### src/rtl/i2s_sample_rx_if.sv
// I2S receiver bus bundle: serial link inputs and the parallel sample/strobe outputs.
interface i2s_sample_rx_if #(
    parameter int unsigned WORD_BITS = 18
);
    logic                 bclk_in;
    logic                 lrclk_in;
    logic                 sdata_in;
    logic [WORD_BITS-1:0] dataout_l;
    logic [WORD_BITS-1:0] dataout_r;
    logic                 endata;
    logic                 frame_err;

    modport master (
        output bclk_in, lrclk_in, sdata_in,
        input  dataout_l, dataout_r, endata, frame_err
    );

    modport slave (
        input  bclk_in, lrclk_in, sdata_in,
        output dataout_l, dataout_r, endata, frame_err
    );
endinterface

### src/rtl/i2s_sample_rx.sv
// Oversampling I2S receiver: deserialises left/right words and strobes each stereo pair.
// Define I2S_MONO_MIX_EN to output (L + R) >>> 1 on both channels (one extra clock of latency).
module i2s_sample_rx #(
    parameter int unsigned WORD_BITS   = 18,
    parameter int unsigned SYNC_STAGES = 2
) (
    input  logic          clock,
    input  logic          reset,
    i2s_sample_rx_if.slave bus
);
    localparam int unsigned CntW = $clog2(WORD_BITS);

    typedef enum logic [1:0] {StIdle, StShift, StWait} state_e;

    logic [SYNC_STAGES-1:0] r_bclk_sync, r_lr_sync, r_sd_sync;
    logic                   r_bclk_prev, r_lr_prev;
    state_e                 r_state, w_state_d;
    logic                   r_chan, w_chan_d;
    logic [CntW-1:0]        r_bitcnt, w_bitcnt_d;
    logic [WORD_BITS-1:0]   r_shreg, w_shreg_d;
    logic [WORD_BITS-1:0]   r_hold_l, w_hold_l_d, r_hold_r, w_hold_r_d;
    logic                   r_left_valid, w_left_valid_d;
    logic                   r_frame_err, w_frame_err_d;
    logic                   r_upd, w_upd_d;
    logic [WORD_BITS-1:0]   r_dataout_l, r_dataout_r;
    logic                   r_endata;

    logic                 w_tick, w_lr, w_sd, w_boundary;
    logic [WORD_BITS-1:0] w_word;

    assign w_tick     = ~r_bclk_prev & r_bclk_sync[SYNC_STAGES-1];
    assign w_lr       = r_lr_sync[SYNC_STAGES-1];
    assign w_sd       = r_sd_sync[SYNC_STAGES-1];
    assign w_boundary = w_tick && (w_lr != r_lr_prev);
    assign w_word     = {r_shreg[WORD_BITS-2:0], w_sd};

    always_ff @(posedge clock) begin
        if (reset) begin
            r_bclk_sync  <= '0;
            r_lr_sync    <= '0;
            r_sd_sync    <= '0;
            r_bclk_prev  <= 1'b0;
            r_lr_prev    <= 1'b0;
            r_state      <= StIdle;
            r_chan       <= 1'b0;
            r_bitcnt     <= '0;
            r_shreg      <= '0;
            r_hold_l     <= '0;
            r_hold_r     <= '0;
            r_left_valid <= 1'b0;
            r_frame_err  <= 1'b0;
            r_upd        <= 1'b0;
        end else begin
            r_bclk_sync  <= {r_bclk_sync[SYNC_STAGES-2:0], bus.bclk_in};
            r_lr_sync    <= {r_lr_sync[SYNC_STAGES-2:0], bus.lrclk_in};
            r_sd_sync    <= {r_sd_sync[SYNC_STAGES-2:0], bus.sdata_in};
            r_bclk_prev  <= r_bclk_sync[SYNC_STAGES-1];
            if (w_tick) r_lr_prev <= w_lr;
            r_state      <= w_state_d;
            r_chan       <= w_chan_d;
            r_bitcnt     <= w_bitcnt_d;
            r_shreg      <= w_shreg_d;
            r_hold_l     <= w_hold_l_d;
            r_hold_r     <= w_hold_r_d;
            r_left_valid <= w_left_valid_d;
            r_frame_err  <= w_frame_err_d;
            r_upd        <= w_upd_d;
        end
    end

    always_comb begin
        w_state_d      = r_state;
        w_chan_d       = r_chan;
        w_bitcnt_d     = r_bitcnt;
        w_shreg_d      = r_shreg;
        w_hold_l_d     = r_hold_l;
        w_hold_r_d     = r_hold_r;
        w_left_valid_d = r_left_valid;
        w_frame_err_d  = r_frame_err;
        w_upd_d        = 1'b0;
        if (w_tick) begin
            unique case (r_state)
                StIdle: begin
                    // Only a fall to left starts capture, so a partial first frame is dropped.
                    if (w_boundary && !w_lr) begin
                        w_state_d  = StShift;
                        w_chan_d   = 1'b0;
                        w_bitcnt_d = '0;
                        w_shreg_d  = '0;
                    end
                end
                StShift: begin
                    if (w_boundary) begin
                        w_frame_err_d  = 1'b1;
                        w_left_valid_d = 1'b0;
                        w_chan_d       = w_lr;
                        w_bitcnt_d     = '0;
                        w_shreg_d      = '0;
                    end else begin
                        w_shreg_d  = w_word;
                        w_bitcnt_d = r_bitcnt + 1'b1;
                        if (r_bitcnt == CntW'(WORD_BITS - 1)) begin
                            w_state_d = StWait;
                            if (!r_chan) begin
                                w_hold_l_d     = w_word;
                                w_left_valid_d = 1'b1;
                            end else begin
                                w_hold_r_d = w_word;
                                if (r_left_valid) begin
                                    w_upd_d        = 1'b1;
                                    w_left_valid_d = 1'b0;
                                end
                            end
                        end
                    end
                end
                StWait: begin
                    if (w_boundary) begin
                        w_state_d  = StShift;
                        w_chan_d   = w_lr;
                        w_bitcnt_d = '0;
                        w_shreg_d  = '0;
                    end
                end
                default: w_state_d = StIdle;
            endcase
        end
    end

`ifdef I2S_MONO_MIX_EN
    // floor((L+R)/2) = (L>>>1) + (R>>>1) + (L[0] & R[0]); cannot overflow 18 bits.
    logic [WORD_BITS-1:0] w_mix, r_mix;
    logic                 r_upd2;

    assign w_mix = {r_hold_l[WORD_BITS-1], r_hold_l[WORD_BITS-1:1]}
                 + {r_hold_r[WORD_BITS-1], r_hold_r[WORD_BITS-1:1]}
                 + {{(WORD_BITS-1){1'b0}}, r_hold_l[0] & r_hold_r[0]};

    always_ff @(posedge clock) begin
        if (reset) begin
            r_mix       <= '0;
            r_upd2      <= 1'b0;
            r_dataout_l <= '0;
            r_dataout_r <= '0;
            r_endata    <= 1'b0;
        end else begin
            r_upd2   <= r_upd;
            r_endata <= r_upd2;
            if (r_upd) r_mix <= w_mix;
            if (r_upd2) begin
                r_dataout_l <= r_mix;
                r_dataout_r <= r_mix;
            end
        end
    end
`else
    always_ff @(posedge clock) begin
        if (reset) begin
            r_dataout_l <= '0;
            r_dataout_r <= '0;
            r_endata    <= 1'b0;
        end else begin
            r_endata <= r_upd;
            if (r_upd) begin
                r_dataout_l <= r_hold_l;
                r_dataout_r <= r_hold_r;
            end
        end
    end
`endif

    assign bus.dataout_l = r_dataout_l;
    assign bus.dataout_r = r_dataout_r;
    assign bus.endata    = r_endata;
    assign bus.frame_err = r_frame_err;
endmodule

### src/flat_wrapper.sv
// flat-port wrapper written by rule: the top's interface ports become plain ports
module i2s_sample_rx_flat 
#(
    parameter int unsigned WORD_BITS   = 18,
    parameter int unsigned SYNC_STAGES = 2
)
  (clock, reset, bus_bclk_in, bus_lrclk_in, bus_sdata_in, bus_dataout_l, bus_dataout_r, bus_endata, bus_frame_err);
  i2s_sample_rx_if #(.WORD_BITS(WORD_BITS)) bus_i ();
  input  logic clock;
  input  logic reset;
  input wire logic [$bits(bus_i.bclk_in)-1:0] bus_bclk_in;
  input wire logic [$bits(bus_i.lrclk_in)-1:0] bus_lrclk_in;
  input wire logic [$bits(bus_i.sdata_in)-1:0] bus_sdata_in;
  output wire logic [$bits(bus_i.dataout_l)-1:0] bus_dataout_l;
  output wire logic [$bits(bus_i.dataout_r)-1:0] bus_dataout_r;
  output wire logic [$bits(bus_i.endata)-1:0] bus_endata;
  output wire logic [$bits(bus_i.frame_err)-1:0] bus_frame_err;
  assign bus_i.bclk_in = bus_bclk_in;
  assign bus_i.lrclk_in = bus_lrclk_in;
  assign bus_i.sdata_in = bus_sdata_in;
  assign bus_dataout_l = bus_i.dataout_l;
  assign bus_dataout_r = bus_i.dataout_r;
  assign bus_endata = bus_i.endata;
  assign bus_frame_err = bus_i.frame_err;
  i2s_sample_rx #(.WORD_BITS(WORD_BITS), .SYNC_STAGES(SYNC_STAGES)) u_core (.clock(clock), .reset(reset), .bus(bus_i));
endmodule
### config.mk
export PLATFORM = sky130hd
export DESIGN_NAME = i2s_sample_rx_flat
export DESIGN_NICKNAME = d
export VERILOG_FILES = /design/src/rtl/i2s_sample_rx_if.sv /design/src/rtl/i2s_sample_rx.sv /design/src/flat_wrapper.sv
export SDC_FILE = /design/constraint.sdc
export NUM_CORES = 1
export LEC_CHECK = 0
export ABC_AREA = 1
export BUFFER_PORTS_ARGS = -buffer_cell sky130_fd_sc_hd__buf_2
export CAP_MARGIN = 20
export CORE_MARGIN = 2
export CORE_UTILIZATION = 55
export CTS_CLUSTER_DIAMETER = 200
export DETAILED_ROUTE_END_ITERATION = 6
export PLACE_DENSITY = 0.75
export SYNTH_ARGS = -nofsm -noshare
export SYNTH_HDL_FRONTEND = slang
export SYNTH_SLANG_ARGS = --single-unit
### constraint.sdc
create_clock -name clock -period 3.9 [get_ports clock]
set_input_delay 1.17 -clock clock [delete_from_list [all_inputs] [get_ports clock]]
set_output_delay 1.17 -clock clock [all_outputs]
set_load 0.01 [all_outputs]
==> impl_metrics.yaml <==
outcome:
  status: "finished, final reports clean"
detailed_routing:
  ant_nets: 0
  route.detailed.wl_per_inst_um: 11.8
  vias: 3360
  vias_per_inst: 4.96
  firstDrtPassIters: 5
  number_of_drc_violations_after_detailed_routing: 0
  count_of_routing_violations_after_the_opening_detailed_route_iteration: 126
  wl_um: 7980
finish:
  fin_util_pct: 62.3
  layout_common_cells: "sky130_fd_sc_hd__nor2_1 (178), sky130_fd_sc_hd__dfxtp_1 (109), sky130_fd_sc_hd__o21ai_0 (77)"
  final_area_um2: 4540
  share_of_final_layout_standard_cells_stronger_than_drive_strength_1_pct: 14.3
  num_antenna_cells: 0
  area.growth.synth_to_final_pct: 8.82
  final_common_cell: "sky130_fd_sc_hd__nor2_1"
  net_count_of_the_finished_layout: 585
setup_path:
  r2r_setup_slack_ns: 1.77
  critical_path_cell_count: 10
  cpLargestDelayFamily: "simple AND/OR/NAND/NOR gates"
  required_ns: 4.14
  endpoint: "u_core.r_shreg[10]"
  worstReg2RegEnd: "u_core.r_shreg[10]"
  cp_cell_sequence: "inv_1 -> ha_1 -> nor2_1 -> nand2_1 -> nand3_1 -> inv_2 -> nand2_2 -> nand2_1 -> o21ai_1 -> nor2_1"
  crit_path_end_kind: "flip-flop"
  timing.critical_path.slowest_stage_cell: "sky130_fd_sc_hd__nand2_2"
  max_stage_delay_ns: 0.49
  critPathArrivalTime_ns: 2.37
  crit_path_start_kind: "flip-flop"
  worst-path-buf-inv: 2
  timing.setup.critical_path_class: "flip-flop to flip-flop"
  worst_r2r_startpoint: "u_core.r_state[0]"
  cp_max_fo: 38
  crit_path_start: "u_core.r_state[0]"
  r2r_cells: 10
logic_synthesis:
  mappedNetlistArea_um2: 4170
  synthesis.nets: 557
  synthesis.area_per_instance_um2: 7.64
  yosys_most_used_dff: "sky130_fd_sc_hd__dfxtp_1"
  synth-async-reset-ratio_pct: 0
  synth_cells: 546
  post_synthesis_register_bit_count: 109
  synth_enable_flop_cells: 0
  synth.distinct_cells: 28
  synth.yosys.seq_area_share_pct: 52.3
  yosys_warnings: 0
floorplanning:
  fp.coreArea_um2: 7290
  initial_utilization_pct: 57.2
  pin_count: 43
  die_y_um: 91.1
  dieArea_um2: 8300
  die_width_um: 91.1
  placement_rows: 31
power:
  internal-power_uw: 1370
  power_frac_comb_pct: 2.8
  p_sw_uw: 423
  total_power_divided_by_cell_area_nw_per_um2: 395
  peakVddDrop_mv: 0.210
  power.clock.fraction_pct: 34.5
  p_leak_uw: 0.00212
  switching_share_pct: 23.6
  report.power.total_uw: 1790
  power_frac_seq_pct: 62.8
global_route:
  grtUsageTotal_pct: 20.7
  first_global_vias: 3190
  grt_antenna_before_repair: 0
  global_route_wire_length_before_repair_um: 14000
  grt_remaining_overflow: 0
  grt_max_degree: 78
clocking:
  cts.htree.levels: 3
  clock_sinks: 109
  cts-buffers-inserted: 9
  post_cts_resize_count: 0
  clkLatencyLatePin_ns: 0.37
  clockRootBuffer: "sky130_fd_sc_hd__clkbuf_8"
  tritoncts: "yes"
  cts-root-to-sink-buffers: 2
  path_clk_slew_ns: 0.10
  setup_repair_bufs_after_cts: 0
  cts.hold.buffers_added: 0
flow_run:
  max_cap_viol_count: 0
timing:
  timing.final.crit_share_pct: 54.7
  setup_violations: 0
  rsz0062_at_grt: "false"
  slew_violations: 0
  slew-limit-headroom_pct: 55.8
  finalHoldViolCount: 0
  clock-skew-final_ns: 0.00964
  min_period_ns: 2.13
  worst_hold_slack_ns: 0.414
  fmaxAchievable_ghz: 0.469
  worstMarginPinSlew_ns: 0.661
  fin_tns_setup_ns: 0
placement:
  placement.io_buffers: 42
  dpl_cell_area_um2: 4370
  gp_congestion: 0.861
  dpl.hpwl_um: 5400
hold_path:
  hold_crit_class: "flip-flop to flip-flop"
-- cell families after synthesis --
kind of cell	synth area share [%]
buffers and inverters	7.92
xor gates and xnor gates	0.210
and+or+nand+nor	25.4
adders and majority gates	1.80
DFF	52.3
AOI/OAI and AO/OA	12.4
-- synth_stat cells, types with 2 or more instances --
cell                       count  area, um^2
sky130_fd_sc_hd__a21oi_1       9        45.0
sky130_fd_sc_hd__buf_2         3        15.0
sky130_fd_sc_hd__buf_6         5        56.3
sky130_fd_sc_hd__clkbuf_1     16        60.1
sky130_fd_sc_hd__dfxtp_1     109        2180
sky130_fd_sc_hd__ha_1          6        75.1
sky130_fd_sc_hd__inv_1        39         146
sky130_fd_sc_hd__inv_2         3        11.3
sky130_fd_sc_hd__nand2_1      49         184
sky130_fd_sc_hd__nand3_1       8        40.0
sky130_fd_sc_hd__nand3_2       2        20.0
sky130_fd_sc_hd__nand4_1       2        12.5
sky130_fd_sc_hd__nor2_1      178         668
sky130_fd_sc_hd__nor2_2       11        68.8
sky130_fd_sc_hd__o21ai_0      77         385
sky130_fd_sc_hd__o21ai_1      17        85.1
-- layout make-up --
class | instances | area [um^2]
fill | 717 | 2750
sequential | 109 | 2180
multi-input combinational | 366 | 1660
timing repair buffer | 44 | 225
inverter | 44 | 175
clock buffer | 9 | 124
tap | 99 | 124
clock inverter | 7 | 50.0
-- per-layer routing --
layer | routed length [um] | track usage [%] | share of wire (%) | vias to the layer above
li1 | - | - | - | 1764
met1 | 3700 | 24.9 | 46 | 1521
met2 | 3860 | 35.8 | 48 | 64
met3 | 317 | 4.65 | 4.0 | 11
met4 | 111 | 8.46 | 1.4 | 0
met5 | 0 | 0 | 0 | -
-- flip-flops by register name, indices dropped and copies added (netlist names) --
signal	count
u_core.r_hold_r	18
u_core.r_state	2
u_core.r_left_valid	1
u_core.bus.endata	1
u_core.r_bitcnt	5
u_core.r_lr_prev	1
u_core.bus.frame_err	1
u_core.r_chan	1
u_core.r_lr_sync	2
u_core.r_hold_l	18
u_core.r_sd_sync	2
u_core.r_bclk_sync	2
u_core.r_bclk_prev	1
u_core.r_upd	1
u_core.bus.dataout_l	18
u_core.r_shreg	17
u_core.bus.dataout_r	18
-- worst min-delay path by stage --
stage	start	to	slack, ns	cells after the start
finish	u_core.r_sd_sync[0]	u_core.r_sd_sync[1]	0.41	2
detailed placement	u_core.r_bclk_sync[0]	u_core.r_bclk_sync[1]	0.40	2
CTS	u_core.r_sd_sync[0]	u_core.r_sd_sync[1]	0.42	2
floorplan	u_core.r_bclk_sync[0]	u_core.r_bclk_sync[1]	0.39	2
global route	u_core.r_lr_sync[0]	u_core.r_lr_sync[1]	0.43	2
global placement	u_core.r_bclk_sync[0]	u_core.r_bclk_sync[1]	0.39	2
-- tightest hold or removal path, stage by stage, from the launching register on --
cell	delay, ns
sky130_fd_sc_hd__dfxtp_1	0.31
sky130_fd_sc_hd__inv_1	0.04
sky130_fd_sc_hd__nor2_1	0.03
-- power groups by stage --
stage	logic, uW	registers, uW	clock network [uW]
finish	49.4	1120	618
global route	57.4	1130	679
CTS	49.6	1120	632
detailed placement	49.3	1150	0
global placement	47.8	1150	0
floorplan	40.7	1150	0
-- through the flow --
step | cells | setup WS (ns)
after floorplan | 546 | 1.93
after global placement | 662 | 1.56
after detailed placement | 662 | 1.49
after CTS | 678 | 1.77
after global routing | 678 | 1.47
final | 678 | 1.77
(Power assumes the default switching activity.)
